**src/rtl/fp_pack_if.sv**
```systemverilog
// Operand/result bundle for the fp_pack rounding and packing unit.
// The master drives the operand and the strobe. The slave returns the packed word and the flags.
interface fp_pack_if #(parameter int WID = 32);
    localparam int EMSB = (WID == 64) ? 10 : 7;
    localparam int FMSB = (WID == 64) ? 51 : 22;

    logic            ld;
    logic            sgn;
    logic [EMSB+1:0] exp;
    logic [FMSB+4:0] fract;
    logic [2:0]      rm;
    logic            nan_in;
    logic            inf_in;
    logic [WID-1:0]  o;
    logic            done;
    logic            busy;
    logic            inexact;
    logic            overflow;
    logic            underflow;

    modport master (
        output ld, sgn, exp, fract, rm, nan_in, inf_in,
        input  o, done, busy, inexact, overflow, underflow
    );

    modport slave (
        input  ld, sgn, exp, fract, rm, nan_in, inf_in,
        output o, done, busy, inexact, overflow, underflow
    );
endinterface

```
**src/rtl/fp_pack.sv**
```systemverilog
// Normalizes, rounds and packs a sign/exponent/extended-fraction triple into an IEEE word.
// Left normalization moves one bit per cycle. Rounding and packing take one cycle.
module fp_pack #(
    parameter int WID = 32
) (
    input  logic      clk,
    input  logic      rst,
    input  logic      ce,
    fp_pack_if.slave  bus
);
    // state | meaning
    // IDLE  | waiting for ld
    // NORM  | normalizing (right by one, or left by one bit per cycle)
    // ROUND | rounding, overflow handling, packing
    // DONE  | result valid, done pulse
    localparam int EMSB = (WID == 64) ? 10 : 7;
    localparam int FMSB = (WID == 64) ? 51 : 22;
    localparam int FW   = FMSB + 5;
    localparam int EW   = EMSB + 3;
    localparam logic [EW-1:0] EMAX = EW'((1 << (EMSB + 1)) - 1);

    typedef enum logic [1:0] {IDLE, NORM, ROUND, DONE} state_t;

    state_t          state, state_n;
    logic            sgn_r, nan_r, inf_r;
    logic [2:0]      rm_r;
    logic [EW-1:0]   exp_r, exp_n, e_rnd;
    logic [FW-1:0]   fr, fr_n;
    logic            load, upd;
    logic            g, s, lsb, inc, ovf, to_inf;
    logic [FMSB+2:0] sum;
    logic [FMSB:0]   man;
    logic [WID-1:0]  o_n;
    logic            inx_n, ovf_n, unf_n;

    always_ff @(posedge clk) begin
        if (rst)
            state <= IDLE;
        else if (ce)
            state <= state_n;
    end

    always_comb begin
        g   = fr[1];
        s   = fr[0];
        lsb = fr[2];
        case (rm_r)
            3'd1:    inc = 1'b0;
            3'd2:    inc = sgn_r & (g | s);
            3'd3:    inc = ~sgn_r & (g | s);
            3'd4:    inc = g;
            default: inc = g & (s | lsb);
        endcase
        sum = {1'b0, fr[FMSB+3:2]} + {{(FMSB+2){1'b0}}, inc};
        man = sum[FMSB:0];
        // A denormal that rounds into the hidden bit keeps exp_r, which is already 1
        if (sum[FMSB+2]) begin
            e_rnd = exp_r + EW'(1);
            man   = '0;
        end else if (sum[FMSB+1]) begin
            e_rnd = exp_r;
        end else begin
            e_rnd = '0;
        end
        ovf    = (e_rnd >= EMAX);
        to_inf = !((rm_r == 3'd1) || (rm_r == 3'd2 && !sgn_r) || (rm_r == 3'd3 && sgn_r));

        if (nan_r) begin
            o_n   = {sgn_r, {(EMSB+1){1'b1}}, 1'b1, {FMSB{1'b0}}};
            inx_n = 1'b0;
            ovf_n = 1'b0;
            unf_n = 1'b0;
        end else if (inf_r) begin
            o_n   = {sgn_r, {(EMSB+1){1'b1}}, {(FMSB+1){1'b0}}};
            inx_n = 1'b0;
            ovf_n = 1'b0;
            unf_n = 1'b0;
        end else begin
            if (ovf)
                o_n = to_inf ? {sgn_r, {(EMSB+1){1'b1}}, {(FMSB+1){1'b0}}}
                             : {sgn_r, {EMSB{1'b1}}, 1'b0, {(FMSB+1){1'b1}}};
            else
                o_n = {sgn_r, e_rnd[EMSB:0], man};
            inx_n = g | s | ovf;
            ovf_n = ovf;
            unf_n = (e_rnd == '0) & (g | s);
        end
    end

    always_comb begin
        state_n = state;
        exp_n   = exp_r;
        fr_n    = fr;
        load    = 1'b0;
        upd     = 1'b0;
        case (state)
            IDLE: begin
                if (bus.ld) begin
                    load    = 1'b1;
                    exp_n   = (bus.exp == '0) ? EW'(1) : EW'(bus.exp);
                    fr_n    = bus.fract;
                    state_n = NORM;
                end
            end
            NORM: begin
                if (nan_r || inf_r || fr == '0) begin
                    state_n = ROUND;
                end else if (fr[FMSB+4]) begin
                    fr_n    = {1'b0, fr[FW-1:2], fr[1] | fr[0]};
                    exp_n   = exp_r + EW'(1);
                    state_n = ROUND;
                end else if (!fr[FMSB+3] && exp_r > EW'(1)) begin
                    fr_n  = {fr[FW-2:0], 1'b0};
                    exp_n = exp_r - EW'(1);
                end else begin
                    state_n = ROUND;
                end
            end
            ROUND: begin
                upd     = 1'b1;
                state_n = DONE;
            end
            default: state_n = IDLE;
        endcase
    end

    always_ff @(posedge clk) begin
        if (rst) begin
            bus.o         <= '0;
            bus.done      <= 1'b0;
            bus.inexact   <= 1'b0;
            bus.overflow  <= 1'b0;
            bus.underflow <= 1'b0;
            sgn_r         <= 1'b0;
            nan_r         <= 1'b0;
            inf_r         <= 1'b0;
            rm_r          <= '0;
            exp_r         <= '0;
            fr            <= '0;
        end else if (ce) begin
            exp_r    <= exp_n;
            fr       <= fr_n;
            bus.done <= (state == ROUND);
            if (load) begin
                sgn_r <= bus.sgn;
                nan_r <= bus.nan_in;
                inf_r <= bus.inf_in;
                rm_r  <= bus.rm;
            end
            if (upd) begin
                bus.o         <= o_n;
                bus.inexact   <= inx_n;
                bus.overflow  <= ovf_n;
                bus.underflow <= unf_n;
            end
        end
    end

    assign bus.busy = (state != IDLE);
endmodule

```
**src/flat_wrapper.sv**
```systemverilog
// flat-port wrapper written by rule: the top's interface ports become plain ports
module fp_pack_flat 
#(
    parameter int WID = 32
)
  (clk, rst, ce, bus_ld, bus_sgn, bus_exp, bus_fract, bus_rm, bus_nan_in, bus_inf_in, bus_o, bus_done, bus_busy, bus_inexact, bus_overflow, bus_underflow);
  fp_pack_if #(.WID(WID)) bus_i ();
  input  logic clk;
  input  logic rst;
  input  logic ce;
  input wire logic [$bits(bus_i.ld)-1:0] bus_ld;
  input wire logic [$bits(bus_i.sgn)-1:0] bus_sgn;
  input wire logic [$bits(bus_i.exp)-1:0] bus_exp;
  input wire logic [$bits(bus_i.fract)-1:0] bus_fract;
  input wire logic [$bits(bus_i.rm)-1:0] bus_rm;
  input wire logic [$bits(bus_i.nan_in)-1:0] bus_nan_in;
  input wire logic [$bits(bus_i.inf_in)-1:0] bus_inf_in;
  output wire logic [$bits(bus_i.o)-1:0] bus_o;
  output wire logic [$bits(bus_i.done)-1:0] bus_done;
  output wire logic [$bits(bus_i.busy)-1:0] bus_busy;
  output wire logic [$bits(bus_i.inexact)-1:0] bus_inexact;
  output wire logic [$bits(bus_i.overflow)-1:0] bus_overflow;
  output wire logic [$bits(bus_i.underflow)-1:0] bus_underflow;
  assign bus_i.ld = bus_ld;
  assign bus_i.sgn = bus_sgn;
  assign bus_i.exp = bus_exp;
  assign bus_i.fract = bus_fract;
  assign bus_i.rm = bus_rm;
  assign bus_i.nan_in = bus_nan_in;
  assign bus_i.inf_in = bus_inf_in;
  assign bus_o = bus_i.o;
  assign bus_done = bus_i.done;
  assign bus_busy = bus_i.busy;
  assign bus_inexact = bus_i.inexact;
  assign bus_overflow = bus_i.overflow;
  assign bus_underflow = bus_i.underflow;
  fp_pack #(.WID(WID)) u_core (.clk(clk), .rst(rst), .ce(ce), .bus(bus_i));
endmodule
```
**config.mk**
```make
export PLATFORM = sky130hd
export DESIGN_NAME = fp_pack_flat
export DESIGN_NICKNAME = d
export VERILOG_FILES = /design/src/rtl/fp_pack_if.sv /design/src/rtl/fp_pack.sv /design/src/flat_wrapper.sv
export SDC_FILE = /design/constraint.sdc
export NUM_CORES = 1
export LEC_CHECK = 0
export CAP_MARGIN = 15
export CORE_MARGIN = 1
export CORE_UTILIZATION = 40
export CTS_CLUSTER_DIAMETER = 120
export DETAILED_ROUTE_END_ITERATION = 8
export GPL_ROUTABILITY_DRIVEN = 0
export SYNTH_ARGS = -nofsm -noshare
export SYNTH_HDL_FRONTEND = slang
export SYNTH_SLANG_ARGS = --single-unit
```
**constraint.sdc**
```tcl
create_clock -name clk -period 6.5 [get_ports clk]
set_input_delay 0.65 -clock clk [delete_from_list [all_inputs] [get_ports clk]]
set_output_delay 0.65 -clock clk [all_outputs]
set_load 0.01 [all_outputs]
```
==> qor.yml, run 1 <==
outcome: "finished clean"
io_buffers: 82
synth_cells: 666
final_antenna_net_count: 0
reg2reg_depth: 16
fmax_mhz: 224.2
hold_viol: 0
critPathMostFrequentCell: "ha_1"
setup_viol: 0
initial_core_util_pct: 41.73
synthArstFlopShare_pct: 0
cts_setup_buffers: 0
cts_hold_buffers: 0
synth_seq_area_share_pct: 31.82
slew_headroom_pct: 26.51
ys_types: 60
ioPinCount: 83
design_area_um2: 6279
cp_max_fo: 16
clock_skew_ns: 0.007980
synth_top_area_cell: "dfxtp_1"
fillCellCount: 1250
vdd_drop_max_v: 0.0001183
firstDrtPassIters: 5
slowest_stage: "or2_1"
via_count: 5130
slew_viol_final: 0
synth_top_area_share_pct: 31.82
syn_nets: 721
regToRegSetupSlack_ns: 2.04
grt_pass1_wl_um: 25190
use_met3_pct: 5.535
r2r_end: "u_core.bus.o[21]"
grt_busiest_layer: "met2"
clk_pin_slew_ns: 0.06
wl_per_cell_um: 17.55
required_ns: 6.71
syn_avg_cell_area_um2: 7.652
power.leakage_nw: 2.051
clockBufferDepth: 2
cts.sinks: 81
power-per-cell-area_nw_per_um2: 245.5
core_um2: 12210
timing.rr.start: "u_core.rm_r[1]"
yosysWarnings: 0
via_per_inst: 5.823
path_cells: "inv_1, nor3b_1, ha_1, nand3b_1, a21oi_1, ha_1, ha_1, nand4_1, or4_1, or2_1, a2111oi_0, nor3_2, o2111ai_1, buf_4, or2_1, o211ai_1"
clock_latency_ns: 0.35
rsz0062_at_grt: "false"
synth-seq-cells: 81
rows: 40
area_delta_synth_final_pct: 23.20
arrival_ns: 4.67
numCtsBuffers: 9
path_buf_inv: 2
synth_edf_count: 0
fin_tns_setup_ns: 0
die_w_um: 114.9
diodes: 0
crit_path_start_kind: "flip-flop"
holdPathEnd: "u_core.bus.done"
use_met2_pct: 39.68
cts-resized-gates: 0
drt_iter0_drc: 351
final.period_utilization_pct: 68.61
grt_remaining_overflow: 0
dp_cells: 866
htreeDepth: 3
slowest_delay_ns: 0.56
post-route-util_pct: 51.41
use_met1_pct: 33.35
instances_no_fill: 881
hold_depth: 2
synth_area_leaders: "dfxtp_1, nand2_1, a21oi_1, o211ai_1, o211ai_2"
cap_violations: 0
layout-drive-gt1-share_pct: 7.293
die_y_um: 114.9
drt-total-wl_um: 15460
ys.flop_type: "dfxtp_1"
hold_class: "reg2reg"
finalNetCount: 764
drc: 0
grt_antenna_before_repair: 0
hold_path_startpoint: "u_core.bus.done"
synth_area_um2: 5096
hpwlAfterDp_um: 11020
worst_slew_pin_slew_ns: 1.102
worstSetupPathType: "reg2reg"
die_area_um2: 13200
cts-root-buf: "clkbuf_16"
period_needed_ns: 4.460
critical-path-top-delay-family: "simple AND/OR/NAND/NOR gates"
cp-end-kind: "flip-flop"
place_area_um2: 5938
grt_pass1_vias: 4806
whs_ns: 0.4753
grtUsageTotal_pct: 24.79
cts_tree: "done"
grt_max_degree: 68
-- cell usage after synthesis, types with 4 or more instances --
| master | instances |
|---|---|
| and4_1 | 4 |
| nand2_1 | 113 |
| nand3_1 | 18 |
| or3_1 | 7 |
| o311ai_0 | 19 |
| a21oi_1 | 60 |
| o221ai_1 | 8 |
| clkbuf_1 | 40 |
| buf_2 | 6 |
| nor2_1 | 44 |
| xnor2_1 | 19 |
| o211ai_2 | 20 |
| o21ai_0 | 25 |
| nor4_1 | 14 |
| nand2b_1 | 4 |
| o221a_2 | 4 |
| o211ai_1 | 35 |
| o31ai_1 | 5 |
| ha_1 | 9 |
| nand4_1 | 8 |
| dfxtp_1 | 81 |
| mux2i_1 | 10 |
| buf_4 | 5 |
| inv_1 | 32 |
| nor3_1 | 12 |
| a311oi_1 | 5 |
| xor2_1 | 5 |
-- power by group --
part / internal (mW) / switching [mW]
clock network: 0.375 / 0.220
logic: 0.143 / 0.217
registers: 0.527 / 0.0598
total: 1.04 / 0.497
-- per-layer routing --
metal	wire length [um]	share of wire (%)
met5	0	0
met4	213	1.4
met3	850	5.5
met2	7291	47
met1	7104	46
-- layout make-up --
type / count / area (um2) / share of cell area [%]
multi-input combinational: 496 / 3098 / 49.34
sequential: 81 / 1622 / 25.83
timing repair buffer: 89 / 888.4 / 14.15
clock buffer: 9 / 225.2 / 3.587
tap: 168 / 210.2 / 3.348
inverter: 32 / 120.1 / 1.913
clock inverter: 6 / 115.1 / 1.833
-- placed cells by master, fill, tap and decap left out, drive strengths merged, types with 4 or more instances in the layout --
| cell | n |
|---|---|
| or3 | 8 |
| o31ai | 6 |
| and4 | 4 |
| nand2 | 113 |
| clkdlybuf4s50 | 81 |
| nor2 | 44 |
| nor4 | 14 |
| nand3 | 18 |
| inv | 33 |
| clkbuf | 9 |
| o311ai | 19 |
| o221ai | 8 |
| ha | 9 |
| o211ai | 55 |
| dfxtp | 81 |
| nand4 | 8 |
| mux2i | 10 |
| a21oi | 60 |
| nor3 | 13 |
| o21ai | 25 |
| o221a | 4 |
| nand2b | 4 |
| a311oi | 5 |
| xor2 | 5 |
| xnor2 | 19 |
| buf | 8 |
-- state kept, by name, indices dropped and copies added, names as in the netlist --
register              flops
u_core.fr                27
u_core.bus.inexact        1
u_core.bus.underflow      1
u_core.rm_r               3
u_core.sgn_r              1
u_core.exp_r             10
u_core.bus.overflow       1
u_core.state              2
u_core.nan_r              1
u_core.bus.done           1
u_core.inf_r              1
u_core.bus.o             32
-- worst reg2reg max path: stages (launching register included) --
cell and delay [ns]:
dfxtp_1 0.36, inv_1 0.08, nor3b_1 0.20, ha_1 0.15
nand3b_1 0.07, a21oi_1 0.16, ha_1 0.22, ha_1 0.24
nand4_1 0.14, or4_1 0.45, or2_1 0.41, a2111oi_0 0.48
nor3_2 0.22, o2111ai_1 0.13, buf_4 0.25, or2_1 0.56
o211ai_1 0.19
-- how the worst max path moves through the flow --
| stage | start | endpoint | slack [ns] | cells past startpoint |
|---|---|---|---|---|
| 2_1_floorplan | u_core.rm_r[0] | u_core.bus.o[0] | 2.94 | 16 |
| 3_3_place_gp | u_core.rm_r[1] | u_core.bus.o[21] | 2.24 | 16 |
| 3_5_place_dp | u_core.rm_r[1] | u_core.bus.o[21] | 2.03 | 16 |
| 4_1_cts | u_core.rm_r[1] | u_core.bus.o[21] | 2.03 | 16 |
| 5_1_grt | u_core.rm_r[1] | u_core.bus.o[21] | 1.64 | 16 |
| 6_report | u_core.rm_r[1] | u_core.bus.o[21] | 2.04 | 16 |
-- metrics by stage --
step	power, mW	worst slack [ns]
2_1_floorplan	0.8264	2.944
3_3_place_gp	0.9422	2.243
3_5_place_dp	0.9519	2.033
4_1_cts	1.549	2.027
5_1_grt	1.619	1.639
6_report	1.541	2.040
-- cells by family after synthesis --
kind of cell,count (synthesis),share of synthesized area (%)
adder cells (fa/ha/maj),9,2.210
flip-flops,81,31.82
AO/OA/AOI/OAI,209,30.18
buffers and inverters,89,7.513
XOR/XNOR,24,4.125
AND/OR/NAND/NOR,244,22.20
multiplexers,10,1.964
(Power assumes the default switching activity.)
==> run 2, diff against run 1 <==
clock period = 4.57 ns   (was 6.5 ns; I/O delays follow)
==> run 2 against run 1 <==
Routed wire length up 0.71%. Flip-flop and latch count stayed put. Worst hold slack lost 0.016 ns. Clock-buffer cell count increased by 2.
==> qor.yml, run 2 (synthesis results as in run 1) <==
diodes: 0
wl_per_cell_um: 17.57
initial_core_util_pct: 41.73
io_buffers: 82
top_regs: "u_core.bus.o: 32 flops, u_core.fr: 27 flops, u_core.exp_r: 10 flops"
drt_iter0_drc: 361
hold_path_startpoint: "u_core.bus.o[31]"
p_sw_mw: 0.6860
layout_common_cells: "nand2_1, clkdlybuf4s50_1, dfxtp_1, a21oi_1, nor2_1"
power.leakage_nw: 2.039
arrival_ns: 4.48
area_delta_synth_final_pct: 22.02
grt_pass1_vias: 4896
cp-end-kind: "flip-flop"
cts.sinks: 81
power-per-cell-area_nw_per_um2: 323.6
grt_pass1_wl_um: 25050
worstSetupPathType: "reg2reg"
p_comb_share_pct: 25.4
die_area_um2: 13200
required_ns: 4.84
vdd_drop_max_v: 0.0001722
largest_reg_flops: 32
fmax_mhz: 237.6
dr_wl_met2_um: 7360
fin_tns_setup_ns: 0
slew_viol_final: 0
clock_skew_ns: 0.007739
crit_path_start_kind: "flip-flop"
grtUsageTotal_pct: 24.57
cts_hold_buffers: 0
clk_pin_slew_ns: 0.06
grt_remaining_overflow: 0
finalNetCount: 769
hold_viol: 0
final_antenna_net_count: 0
fillCellCount: 1260
hold_class: "reg2reg"
slew_headroom_pct: 48.68
firstDrtPassIters: 5
post-route-util_pct: 50.92
final.period_utilization_pct: 92.08
core_um2: 12210
cts_tree: "done"
timing.rr.start: "u_core.rm_r[1]"
cts-resized-gates: 0
cts-root-buf: "clkbuf_16"
swShare_pct: 34.09
maxUsedRoutingLayer: "met4"
worst_slew_pin_slew_ns: 0.7628
cp_max_fo: 22
power_frac_clock_pct: 33.2
period_needed_ns: 4.208
hpwlAfterDp_um: 11140
drc: 0
rows: 40
p_int_mw: 1.326
setup_viol: 0
numCtsBuffers: 9
clockBufferDepth: 2
die_w_um: 114.9
drt-total-wl_um: 15570
clock_latency_ns: 0.35
via_count: 5210
cts_setup_buffers: 0
wl_met1_um: 6929
startpoint: "u_core.rm_r[1]"
die_y_um: 114.9
layout-drive-gt1-share_pct: 7.799
cap_violations: 0
via_per_inst: 5.880
outcome: "finished clean"
rsz0062_at_grt: "false"
regMostFlops: "u_core.bus.o"
grt_max_degree: 67
htreeDepth: 3
ioPinCount: 83
final_common_cell: "nand2_1"
wl_met3_um: 1009
p_seq_share_pct: 41.4
grt_antenna_before_repair: 0
[run 2: path summary, 6_finish.rpt]
path	endpoint	slack, ns	cells past startpoint
setup / recovery	u_core.bus.o[21]	0.36	15
setup reg to reg	u_core.bus.o[21]	0.36	15
hold reg to reg	u_core.bus.o[31]	0.46	2
hold / removal	u_core.bus.o[31]	0.46	2
[run 2: power by group through the flow]
stage | logic (mW) | registers, mW | clock network [mW]
after floorplan | 0.374 | 0.802 | 0
after global placement | 0.501 | 0.844 | 0
after detailed placement | 0.508 | 0.846 | 0
after CTS | 0.511 | 0.831 | 0.683
after global routing | 0.569 | 0.842 | 0.712
final | 0.511 | 0.833 | 0.668
[run 2: per-layer routing]
metal / GRT usage, % / vias up
li1: - / 2529
met2: 40.08 / 194
met1: 32.50 / 2467
met5: 0 / -
met4: 9.177 / 0
met3: 4.164 / 20
[run 2: area by class of cell]
cell class / count / area [um2] / share of cell area [%]
clock buffers: 11 / 242.7 / 3.903
clock inverters: 4 / 20.02 / 0.3219
inverters: 32 / 120.1 / 1.932
multi-input cells: 496 / 3098 / 49.82
flip-flops and latches: 81 / 1622 / 26.08
well taps: 168 / 210.2 / 3.380
repair buffers: 94 / 905.9 / 14.57
[run 2: critical path: stages (launching register included)]
cell and delay, ns:
dfxtp_1 0.37, inv_1 0.09, nor3b_1 0.23, ha_1 0.16, nand3b_1 0.07, a21oi_1 0.17
ha_1 0.24, ha_1 0.24, nand4_1 0.14, or4_1 0.45, or2_1 0.41, a2111oi_0 0.45
nor3_2 0.21, o21a_1 0.20, or3_4 0.55, o211ai_1 0.14
[run 2: stage by stage]
| stage | instance area [um2] | setup WS (ns) | cells | total power [mW] | hold WS, ns |
|---|---|---|---|---|---|
| final | 6218 | 0.3618 | 886 | 2.012 | 0.4594 |
| after global routing | 6218 | 0.09029 | 886 | 2.124 | 0.4787 |
| after CTS | 6218 | 0.3734 | 886 | 2.025 | 0.4613 |
| after detailed placement | 5956 | 0.4016 | 871 | 1.354 | 0.4533 |
| after global placement | 5956 | 0.5901 | 871 | 1.345 | 0.4544 |
| after floorplan | 5096 | 1.014 | 666 | 1.175 | 0.4613 |
==> run 3, diff against run 2 <==
CTS_BUF_LIST = sky130_fd_sc_hd__clkbuf_8   (was default)
SETUP_SLACK_MARGIN = 0.02   (was default)
==> run 3 against run 2 <==
Via count decreased by 0.69%. Die area unchanged. Power decreased by 9.6%. Sequential share of layout area increased by 0.43 points. Utilization decreased by 0.83 points. Critical endpoint unchanged.
==> qor.yml, run 3 (synthesis results as in run 1) <==
top_regs: "u_core.bus.o: 32 flops, u_core.fr: 27 flops, u_core.exp_r: 10 flops"
path_buf_inv: 1
setup_ws_ns: 0.3452
final_antenna_net_count: 0
finalNetCount: 769
setup_viol: 0
clk_pin_slew_ns: 0.08
htreeDepth: 3
slew_viol_final: 0
critical-path-top-delay-family: "simple AND/OR/NAND/NOR gates"
wl_per_cell_um: 17.60
grt_pass1_wl_um: 25010
r2r_end: "u_core.bus.o[21]"
worst_slew_pin_slew_ns: 0.7620
p_int_mw: 1.153
cts.sinks: 81
regToRegSetupSlack_ns: 0.35
grtUsageTotal_pct: 24.60
final_common_cell: "nand2_1"
grt_pass1_vias: 4870
hpwlAfterDp_um: 11140
fmax_mhz: 236.7
final.period_utilization_pct: 92.45
cp_max_fo: 22
period_needed_ns: 4.225
cap_violations: 0
crit_path_start_kind: "flip-flop"
timing.rr.start: "u_core.rm_r[1]"
die_y_um: 114.9
cts-resized-gates: 0
reg2reg_depth: 15
cp-end-kind: "flip-flop"
seqCellArea_um2: 1622
dp_slack_ns: 0.4016
fin_tns_setup_ns: 0
multi_input_area_um2: 3098
grt_remaining_overflow: 0
regMostFlops: "u_core.bus.o"
die_w_um: 114.9
slew_headroom_pct: 48.73
cts-root-buf: "clkbuf_8"
clockBufferDepth: 2
path_cells: "inv_1, nor3b_1, ha_1, nand3b_1, a21oi_1, ha_1, ha_1, nand4_1, or4_1, or2_1, a2111oi_0, nor3_2, o21a_1, or3_4, o211ai_1"
cts_tree: "done"
largest_reg_flops: 32
slowest_stage: "or3_4"
swShare_pct: 36.66
p_sw_mw: 0.6672
drt-total-wl_um: 15600
grt_antenna_before_repair: 0
slowest_delay_ns: 0.55
hold_class: "reg2reg"
endpoint: "u_core.bus.o[21]"
fillCellCount: 1270
area_delta_synth_final_pct: 20.03
outcome: "finished clean"
die_area_um2: 13200
layout_common_cells: "nand2_1, clkdlybuf4s50_1, dfxtp_1, a21oi_1, nor2_1"
vdd_drop_max_v: 0.0001830
grt_max_degree: 67
arrival_ns: 4.53
hold_viol: 0
startpoint: "u_core.rm_r[1]"
power-per-cell-area_nw_per_um2: 297.5
power_frac_clock_pct: 26.1
cts_hold_buffers: 0
rsz0062_at_grt: "false"
critPathMostFrequentCell: "ha_1"
via_per_inst: 5.840
diodes: 0
layout-drive-gt1-share_pct: 7.799
clock_latency_ns: 0.39
ioPinCount: 83
core_um2: 12210
initial_core_util_pct: 41.73
clock_skew_ns: 0.01405
firstDrtPassIters: 5
p_seq_share_pct: 45.8
drt_iter0_drc: 410
via_count: 5174
power.leakage_nw: 1.997
required_ns: 4.88
drc: 0
p_comb_share_pct: 28.1
worstSetupPathType: "reg2reg"
numCtsBuffers: 9
cts_setup_buffers: 0
io_buffers: 82
path_depth: 15
rows: 40
run 3: worst reg2reg max path, stage by stage, from the launching register on:
cell       delay, ns
dfxtp_1         0.38
inv_1           0.09
nor3b_1         0.23
ha_1            0.16
nand3b_1        0.07
a21oi_1         0.17
ha_1            0.24
ha_1            0.24
nand4_1         0.14
or4_1           0.45
or2_1           0.41
a2111oi_0       0.46
nor3_2          0.21
o21a_1          0.20
or3_4           0.55
o211ai_1        0.15
run 3: layout make-up:
cell class / count / share of cell area, %
clock buffer: 10 / 2.250
multi-input combinational: 496 / 50.64
clock inverter: 5 / 0.3886
inverter: 32 / 1.964
tap: 168 / 3.436
sequential: 81 / 26.51
timing repair buffer: 94 / 14.81
run 3: metal layers:
layer  global-route usage [%]  vias up  routed length, um
met5                        0        -                  0
met4                    8.139        0                253
met3                    5.113       21                934
met2                    39.80      165               7276
met1                    32.63     2459               7129
li1                         -     2529                  -
run 3: how the worst min path moves through the flow:
stage                       endpoint        startpoint  slack, ns  cells after the start
floorplan           u_core.bus.o[31]      u_core.sgn_r       0.46                      2
global placement    u_core.bus.o[31]  u_core.bus.o[31]       0.45                      2
detailed placement  u_core.bus.o[31]  u_core.bus.o[31]       0.45                      2
CTS                 u_core.bus.o[31]  u_core.bus.o[31]       0.46                      2
global route        u_core.bus.o[31]  u_core.bus.o[31]       0.48                      2
finish              u_core.bus.o[31]  u_core.bus.o[31]       0.46                      2
run 3: power groups by stage:
stage               registers [mW]  clock network [mW]  logic, mW
global route                 0.841               0.521      0.569
floorplan                    0.802                   0      0.374
CTS                          0.830               0.492      0.511
detailed placement           0.846                   0      0.508
finish                       0.833               0.476      0.511
global placement             0.844                   0      0.501
run 3: through the flow:
stage	utilization [%]	hold slack, ns	instance area [um2]	instances	power (mW)
4_1_cts	50.09	0.4645	6117	886	1.832
6_report	50.09	0.4616	6117	886	1.820
5_1_grt	50.09	0.4829	6117	886	1.932
2_1_floorplan	-	0.4613	5096	666	1.175
3_5_place_dp	48.77	0.4533	5956	871	1.354
3_3_place_gp	48.77	0.4544	5956	871	1.345
